===== src/rtl/arm7tdmi_tap_controller.sv =====
// rtl/arm7tdmi_tap_controller.sv - IEEE 1149.1 TAP controller for the ARM7TDMI debug port
// Owns IR, bypass, IDCODE and SCAN_N registers; muxes TDO with the selected scan chain.
module arm7tdmi_tap_controller #(
   parameter logic [31:0] IDCODE_VAL = 32'h3F0F0F0F,
   parameter logic [3:0]  IR_RESET   = 4'b1110
) (
   input  logic       tck,
   input  logic       trst,
   input  logic       tms,
   input  logic       tdi,
   input  logic       chain_tdo,
   output logic       tdo,
   output logic       tdo_en,
   output logic [3:0] tap_state,
   output logic       capture_dr,
   output logic       shift_dr,
   output logic       update_dr,
   output logic       scan_n_select,
   output logic [3:0] scan_chain_id,
   output logic [3:0] instr,
   output logic       intest_sel,
   output logic       extest_sel,
   output logic       restart_req
);

   typedef enum logic [3:0] {
      TLR    = 4'hF, RTI    = 4'hC, SEL_DR = 4'h7, CAP_DR = 4'h6,
      SH_DR  = 4'h2, EX1_DR = 4'h1, PAU_DR = 4'h3, EX2_DR = 4'h0,
      UPD_DR = 4'h5, SEL_IR = 4'h4, CAP_IR = 4'hE, SH_IR  = 4'hA,
      EX1_IR = 4'h9, PAU_IR = 4'hB, EX2_IR = 4'h8, UPD_IR = 4'hD
   } tap_state_e;

   localparam logic [3:0] I_EXTEST  = 4'b0000;
   localparam logic [3:0] I_SCAN_N  = 4'b0010;
   localparam logic [3:0] I_RESTART = 4'b0100;
   localparam logic [3:0] I_INTEST  = 4'b1100;
   localparam logic [3:0] I_IDCODE  = 4'b1110;

   tap_state_e  state_q, state_d;
   logic [3:0]  instr_q, instr_d;
   logic [3:0]  ir_shift_q, ir_shift_d;
   logic [3:0]  scan_n_q, scan_n_d;
   logic        bypass_q, bypass_d;
   logic [31:0] id_shift_q, id_shift_d;
   logic        restart_q, restart_d;

   logic sel_idcode, sel_scan_n, sel_chain, sel_bypass;

   always_comb begin
      sel_idcode = (instr_q == I_IDCODE);
      sel_scan_n = (instr_q == I_SCAN_N);
      case (instr_q)
         4'b0000, 4'b0011, 4'b0100, 4'b0101,
         4'b0111, 4'b1001, 4'b1100: sel_chain = 1'b1;
         default:                   sel_chain = 1'b0;
      endcase
      // Unlisted instruction codes fall back to the bypass register.
      sel_bypass = !(sel_idcode || sel_scan_n || sel_chain);
   end

   always_comb begin
      state_d = state_q;
      case (state_q)
         TLR:     state_d = tms ? TLR    : RTI;
         RTI:     state_d = tms ? SEL_DR : RTI;
         SEL_DR:  state_d = tms ? SEL_IR : CAP_DR;
         CAP_DR:  state_d = tms ? EX1_DR : SH_DR;
         SH_DR:   state_d = tms ? EX1_DR : SH_DR;
         EX1_DR:  state_d = tms ? UPD_DR : PAU_DR;
         PAU_DR:  state_d = tms ? EX2_DR : PAU_DR;
         EX2_DR:  state_d = tms ? UPD_DR : SH_DR;
         UPD_DR:  state_d = tms ? SEL_DR : RTI;
         SEL_IR:  state_d = tms ? TLR    : CAP_IR;
         CAP_IR:  state_d = tms ? EX1_IR : SH_IR;
         SH_IR:   state_d = tms ? EX1_IR : SH_IR;
         EX1_IR:  state_d = tms ? UPD_IR : PAU_IR;
         PAU_IR:  state_d = tms ? EX2_IR : PAU_IR;
         EX2_IR:  state_d = tms ? UPD_IR : SH_IR;
         UPD_IR:  state_d = tms ? SEL_DR : RTI;
         default: state_d = TLR;
      endcase
   end

   always_comb begin
      instr_d    = instr_q;
      ir_shift_d = ir_shift_q;
      scan_n_d   = scan_n_q;
      bypass_d   = bypass_q;
      id_shift_d = id_shift_q;

      if (state_q == TLR)    instr_d = IR_RESET;
      if (state_q == UPD_IR) instr_d = ir_shift_q;

      if (state_q == CAP_IR) ir_shift_d = 4'b0001;
      if (state_q == SH_IR)  ir_shift_d = {tdi, ir_shift_q[3:1]};

      if (state_q == CAP_DR) begin
         if (sel_idcode) id_shift_d = IDCODE_VAL;
         if (sel_scan_n) scan_n_d   = 4'b1000;
         if (sel_bypass) bypass_d   = 1'b0;
      end
      if (state_q == SH_DR) begin
         if (sel_idcode) id_shift_d = {tdi, id_shift_q[31:1]};
         if (sel_scan_n) scan_n_d   = {tdi, scan_n_q[3:1]};
         if (sel_bypass) bypass_d   = tdi;
      end

      // Pulse on entry to RTI only; instr_d covers the UpdIR edge that loads RESTART.
      restart_d = (state_d == RTI) && (state_q != RTI) && (instr_d == I_RESTART);
   end

   always_ff @(posedge tck) begin
      if (trst) begin
         state_q    <= TLR;
         instr_q    <= IR_RESET;
         ir_shift_q <= 4'b0001;
         scan_n_q   <= 4'b0000;
         bypass_q   <= 1'b0;
         id_shift_q <= IDCODE_VAL;
         restart_q  <= 1'b0;
      end else begin
         state_q    <= state_d;
         instr_q    <= instr_d;
         ir_shift_q <= ir_shift_d;
         scan_n_q   <= scan_n_d;
         bypass_q   <= bypass_d;
         id_shift_q <= id_shift_d;
         restart_q  <= restart_d;
      end
   end

   always_comb begin
      tdo = 1'b0;
      if (state_q == SH_IR) begin
         tdo = ir_shift_q[0];
      end else if (state_q == SH_DR) begin
         if (sel_idcode)      tdo = id_shift_q[0];
         else if (sel_scan_n) tdo = scan_n_q[0];
         else if (sel_chain)  tdo = chain_tdo;
         else                 tdo = bypass_q;
      end
   end

   assign tdo_en        = (state_q == SH_IR) || (state_q == SH_DR);
   assign tap_state     = state_q;
   assign capture_dr    = (state_q == CAP_DR);
   assign shift_dr      = (state_q == SH_DR);
   assign update_dr     = (state_q == UPD_DR);
   assign scan_n_select = (instr_q == I_SCAN_N);
   assign scan_chain_id = scan_n_q;
   assign instr         = instr_q;
   assign intest_sel    = (instr_q == I_INTEST);
   assign extest_sel    = (instr_q == I_EXTEST);
   assign restart_req   = restart_q;

endmodule

===== config.mk =====
export PLATFORM = sky130hd
export DESIGN_NAME = arm7tdmi_tap_controller
export DESIGN_NICKNAME = d
export VERILOG_FILES = /design/src/rtl/arm7tdmi_tap_controller.sv
export SDC_FILE = /design/constraint.sdc
export NUM_CORES = 1
export LEC_CHECK = 0
export ABC_AREA = 0
export BUFFER_PORTS_ARGS = -buffer_cell sky130_fd_sc_hd__buf_2
export CAP_MARGIN = 0
export CORE_ASPECT_RATIO = 0.6
export CORE_MARGIN = 3
export CORE_UTILIZATION = 38
export DETAILED_ROUTE_END_ITERATION = 8
export GPL_TIMING_DRIVEN = 0
export MAX_ROUTING_LAYER = met4
export PLACE_DENSITY = 0.64
export SYNTH_ARGS = -nofsm -noshare
export SYNTH_HDL_FRONTEND = slang
export SYNTH_SLANG_ARGS = --single-unit

===== constraint.sdc =====
create_clock -name tck -period 2 [get_ports tck]
set_clock_uncertainty 0.15 [all_clocks]
set_input_delay 0.4 -clock tck [delete_from_list [all_inputs] [get_ports tck]]
set_output_delay 0.4 -clock tck [all_outputs]
set_load 0.01 [all_outputs]

Yosys cells after proc, flatten, opt, wreduce, memory -nomap -nowiden
Cells that the tools add are included.
{ "totals": {"in_bits": 5, "reg_bits": 50, "out_inout_bits": 21, "wordCells": 80} }
{ "classes": {"reduce_logical": 12, "eq_ne": 26, "muxes": 35} }
{ "ops": {"columns": ["op", "n"], "rows": [
  ["32-bit two-way mux", 4],
  ["4-bit equality test, second input constant", 12],
  ["4-bit one-hot mux with 12 select lines", 1],
  ["4-bit two-way mux", 9],
  ["4-bit by 3-bit equality test with 1-bit output, second input constant", 8],
  ["4-bit by 2-bit equality test with 1-bit output, second input constant", 4],
  ["2-bit two-way mux", 6],
  ["3-bit two-way mux", 4],
  ["1-bit two-way mux", 11],
  ["4-bit logical NOT", 2],
  ["7-bit OR reduction", 1],
  ["4-bit by 1-bit equality test with 1-bit output, second input constant", 1],
  ["4-bit != test, second input constant", 1],
  ["2-bit OR reduction", 2],
  ["1-bit logical OR", 3],
  ["3-bit OR reduction", 1],
  ["1-bit logical AND", 2],
  ["2-bit nonzero test", 1]
]} }

Longest topological paths before layout
{ "logic_depth": {"word_depth": 8, "ltp_mapped": 8, "mapped_depth_nobuf": 5} }

Worst setup path after synthesis
OpenSTA, ideal clock, no wires.
{ "synth_timing": {"path_kind": "register to output", "start": "register instr_q[0], in the netlist instr[0]", "end": "output tdo", "path_slack_ps": -1, "path_buffers": 1, "arrival_ps": 1451, "stages_incl_launch_ff": 6, "required_time_ps": 1450, "cell_sequence": "dfxtp_1 -> buf_6 -> or3b_2 -> o2bb2ai_1 -> nand2_1 -> a41o_1"} }
{ "synth_via": {"elab_chain_len": 8, "elab_cells_between_ends": 16, "cone_classes": "eq/ne (8); mux (6); reduce/logical (2)"} }
{ "synth_rtl": {"columns": ["item", "line", "source"], "rows": [
  ["from (decl)", "40", "logic [3:0] instr_q, instr_d;"],
  ["from (signal assigned)", "123", "instr_q <= instr_d;"],
  ["4-bit equality test (tied with other cells)", "52", "case (instr_q)"],
  ["7-bit OR reduction", "52", null],
  ["1-bit two-way mux", "52", null],
  ["1-bit two-way mux", "139", "else if (sel_chain) tdo = chain_tdo;"],
  ["1-bit two-way mux", "138", "else if (sel_scan_n) tdo = scan_n_q[0];"],
  ["1-bit two-way mux (*)", "137", "if (sel_idcode) tdo = id_shift_q[0];"],
  ["1-bit two-way mux (*)", "136", "end else if (state_q == SH_DR) begin"],
  ["1-bit two-way mux (*)", "134", "if (state_q == SH_IR) begin"],
  ["to (decl)", "12", "output logic tdo,"]
]} }
Every way passes the cells marked *; elsewhere a longest branch is shown, timed or not.

Worst setup path in the final report
Same ends and word-level chain as after synthesis.

==> impl_metrics.py <==
metrics = {
    "synthesis": {
        "synth.avg_cell_area_um2": 8.320,
        "async_flop_share_pct": 0,
        "ys.flop_type": "dfxtp_1",
        "syn_area_mm2": 0.002280,
        "syn-instance-count": 274,
        "synth_top_area_cell": "dfxtp_1",
        "synth.yosys.seq_area_share_pct": 43.91,
        "synth_top_area_share_pct": 43.91,
        "synth_edf_count": 0,
        "ys_types": 47,
        "synth.area.top_cells": "dfxtp_1 (44%), o21bai_1 (6.9%), a21oi_1 (5.7%)",
        "synth_nets": 279,
        "ys_warn_count": 0,
        "ys_ff_latch": 50,
        "yosysMostFrequentCell": "dfxtp_1",
        "yosys-top-cells-count": "dfxtp_1 (50), nor2_1 (32), nand2_1 (28)",
    },
    "floorplanning": {
        "rows": 21,
        "coreArea_mm2": 0.005675,
        "die_h_um": 66.00,
        "die_x_um": 106.0,
        "boundaryPins": 26,
        "die-area_mm2": 0.006995,
        "initial_utilization_pct": 40.17,
    },
    "worst_setup_path": {
        "cp.arrival_ns": 1.62,
        "cp.required_ns": 1.45,
        "worstSetupPathType": "reg -> out",
        "crit_path_start_kind": "register",
        "cp-end-kind": "primary output",
        "worst-path-max-fanout": 5,
    },
    "sta": {
        "maxSlewViolCount": 0,
        "rsz0062_at_grt": "true",
        "fin_crit_sh_pct": 108.6,
        "slew_headroom_pct": 66.31,
        "timing.final.ws_setup_ns": -0.1721,
        "fmax_ghz": 0.4604,
        "setup_viol": 1,
        "max_slew.worst_pin.slew_ns": 0.5054,
        "setup_tns_ns": -0.1721,
        "hold_violations": 0,
        "finalCriticalPeriod_ns": 2.172,
    },
    "clock_tree": {
        "clock_tree.root_cell": "clkbuf_8",
        "htree_num_levels": 2,
        "clock_path_buffers": 2,
        "cts_buffers": 5,
        "cts_tree": "built",
        "clk_pin_slew_ns": 0.08,
        "clk_latency_ns": 0.30,
        "hold_buffers": 0,
        "cts_sinks": 50,
    },
    "power_and_ir_drop": {
        "swShare_pct": 25.92,
        "power.density_mw_per_mm2": 773.9,
        "pwr-share-clk_pct": 34.0,
        "worst_ir_drop_vdd_v": 0.0003246,
        "internal_power_mw": 1.572,
        "power_leakage_nw": 1.124,
        "power.switching_uw": 550.2,
        "pwr-share-comb_pct": 16.8,
        "seqPwrFrac_pct": 49.2,
    },
    "flow_run": {
        "max-cap-violations": 0,
    },
    "routing": {
        "first_pass_iters": 4,
        "routedWlPerCell_um": 14.12,
        "ant_nets": 0,
        "via_per_inst": 5.109,
        "route.detailed.drc": 0,
        "route.vias.total": 2008,
        "first_iter_violations": 185,
        "wl_um": 5550,
    },
    "global_routing": {
        "grt_usage_pct": 17.13,
        "grt_pass1_wl_um": 9211,
        "grt_overflow_total": 0,
        "antenna_found_initial": 0,
        "grt_start_max_net_pins": 15,
        "grt_pass1_vias": 1756,
    },
    "final_layout": {
        "drive_gt1_share_pct": 23.32,
        "n_antenna_cell": 0,
        "n_fill_cell": 584,
        "area_delta_synth_final_pct": 20.31,
        "layout.nets": 318,
    },
    "placed_design": {
        "gp_congestion": 0.8191,
        "dp_hpwl_um": 3998,
        "post-place-ws_ns": -0.1193,
        "portBuffers": 25,
    },
    "status": {
        "outcome": "finished, violations left",
        "violations": "setup timing",
    },
    "worst_hold_path": {
        "worstHoldPathType": "in -> reg",
    },
}
[registers in the layout, summed over array words and instances (netlist names)]
name	cells
id_shift_q	32
instr	4
ir_shift_q	4
scan_chain_id	4
tap_state	4
bypass_q	1
restart_req	1
[critical path, stage by stage, from the launching register on]
cell,delay [ns]
dfxtp_4,0.36
or3b_4,0.41
o2bb2ai_2,0.12
nand2_1,0.06
a41o_1,0.23
buf_2,0.14
[worst paths after layout]
path | from | endpoint | slack [ns] | depth (start not counted)
max reg2reg | tap_state[1] | id_shift_q[31] | 0.15 | 9
min reg2reg | id_shift_q[23] | id_shift_q[23] | 0.31 | 2
min | trst | instr[1] | 0.24 | 2
max | instr[0] | tdo | -0.17 | 5
[kinds of logic after synthesis]
family / after synthesis / synth area share, %
simple gates: 130 / 30.46
compound gates: 66 / 18.88
flops: 50 / 43.91
buf+inv: 26 / 5.927
xor+xnor: 1 / 0.3843
mux: 1 / 0.4391
[cell usage in the layout (no fill, tap or decap), drive strengths merged, types with 2 or more instances in the layout]
| master | instances |
|---|---|
| a21oi | 26 |
| and2 | 2 |
| and3 | 3 |
| buf | 45 |
| clkbuf | 16 |
| dfxtp | 50 |
| inv | 3 |
| nand2 | 28 |
| nand2b | 6 |
| nand3 | 4 |
| nand3b | 14 |
| nand4b | 3 |
| nor2 | 34 |
| nor2b | 3 |
| nor3 | 23 |
| nor3b | 4 |
| o211ai | 2 |
| o21ai | 4 |
| o21bai | 21 |
| o31ai | 2 |
| or2 | 2 |
[routing by layer]
layer | up-vias | wire length [um] | global-route usage, %
li1 | 1032 | - | -
met1 | 931 | 3114 | 25.83
met2 | 40 | 2073 | 22.38
met3 | 5 | 312 | 4.098
met4 | 0 | 49 | 4.362
met5 | - | 0 | -
[power groups by stage]
stage / logic (mW) / clock network, mW / registers [mW]
6_report: 0.357 / 0.721 / 1.04
5_1_grt: 0.394 / 0.791 / 1.05
2_1_floorplan: 0.220 / 0 / 1.07
3_5_place_dp: 0.311 / 0 / 1.06
4_1_cts: 0.343 / 0.744 / 1.04
3_3_place_gp: 0.309 / 0 / 1.06
[through the flow]
step	util, %	hold slack, ns	cell area [um^2]	power, mW	instances
floorplan	-	0.2820	2282	1.285	274
global placement	44.18	0.2893	2507	1.371	379
detailed placement	44.18	0.2952	2507	1.373	379
CTS	47.64	0.2319	2704	2.130	390
global route	48.32	0.2321	2743	2.234	393
finish	48.32	0.2399	2743	2.122	393
[what timing repair did]
| item | CTS | global route |
|---|---|---|
| pin swaps | 5 | 4 |
| gates resized for setup | 24 | 6 |
| endpoints found under the hold margin | 0 | 0 |
| endpoints found under the setup margin | 5 | 6 |
| buffers inserted | 5 | 3 |
[cell type report]
| type | instances | area, um^2 | area share, % |
|---|---|---|---|
| Buffer | 22 | 143.9 | 5.246 |
| Clock buffer | 6 | 82.58 | 3.011 |
| Clock inverter | 1 | 30.03 | 1.095 |
| Inverter | 3 | 11.26 | 0.4106 |
| Multi-Input combinational cell | 198 | 1166 | 42.52 |
| Sequential cell | 50 | 1013 | 36.95 |
| Tap cell | 80 | 100.1 | 3.650 |
| Timing Repair Buffer | 33 | 195.2 | 7.117 |
Power figures use the tool's default switching activity.
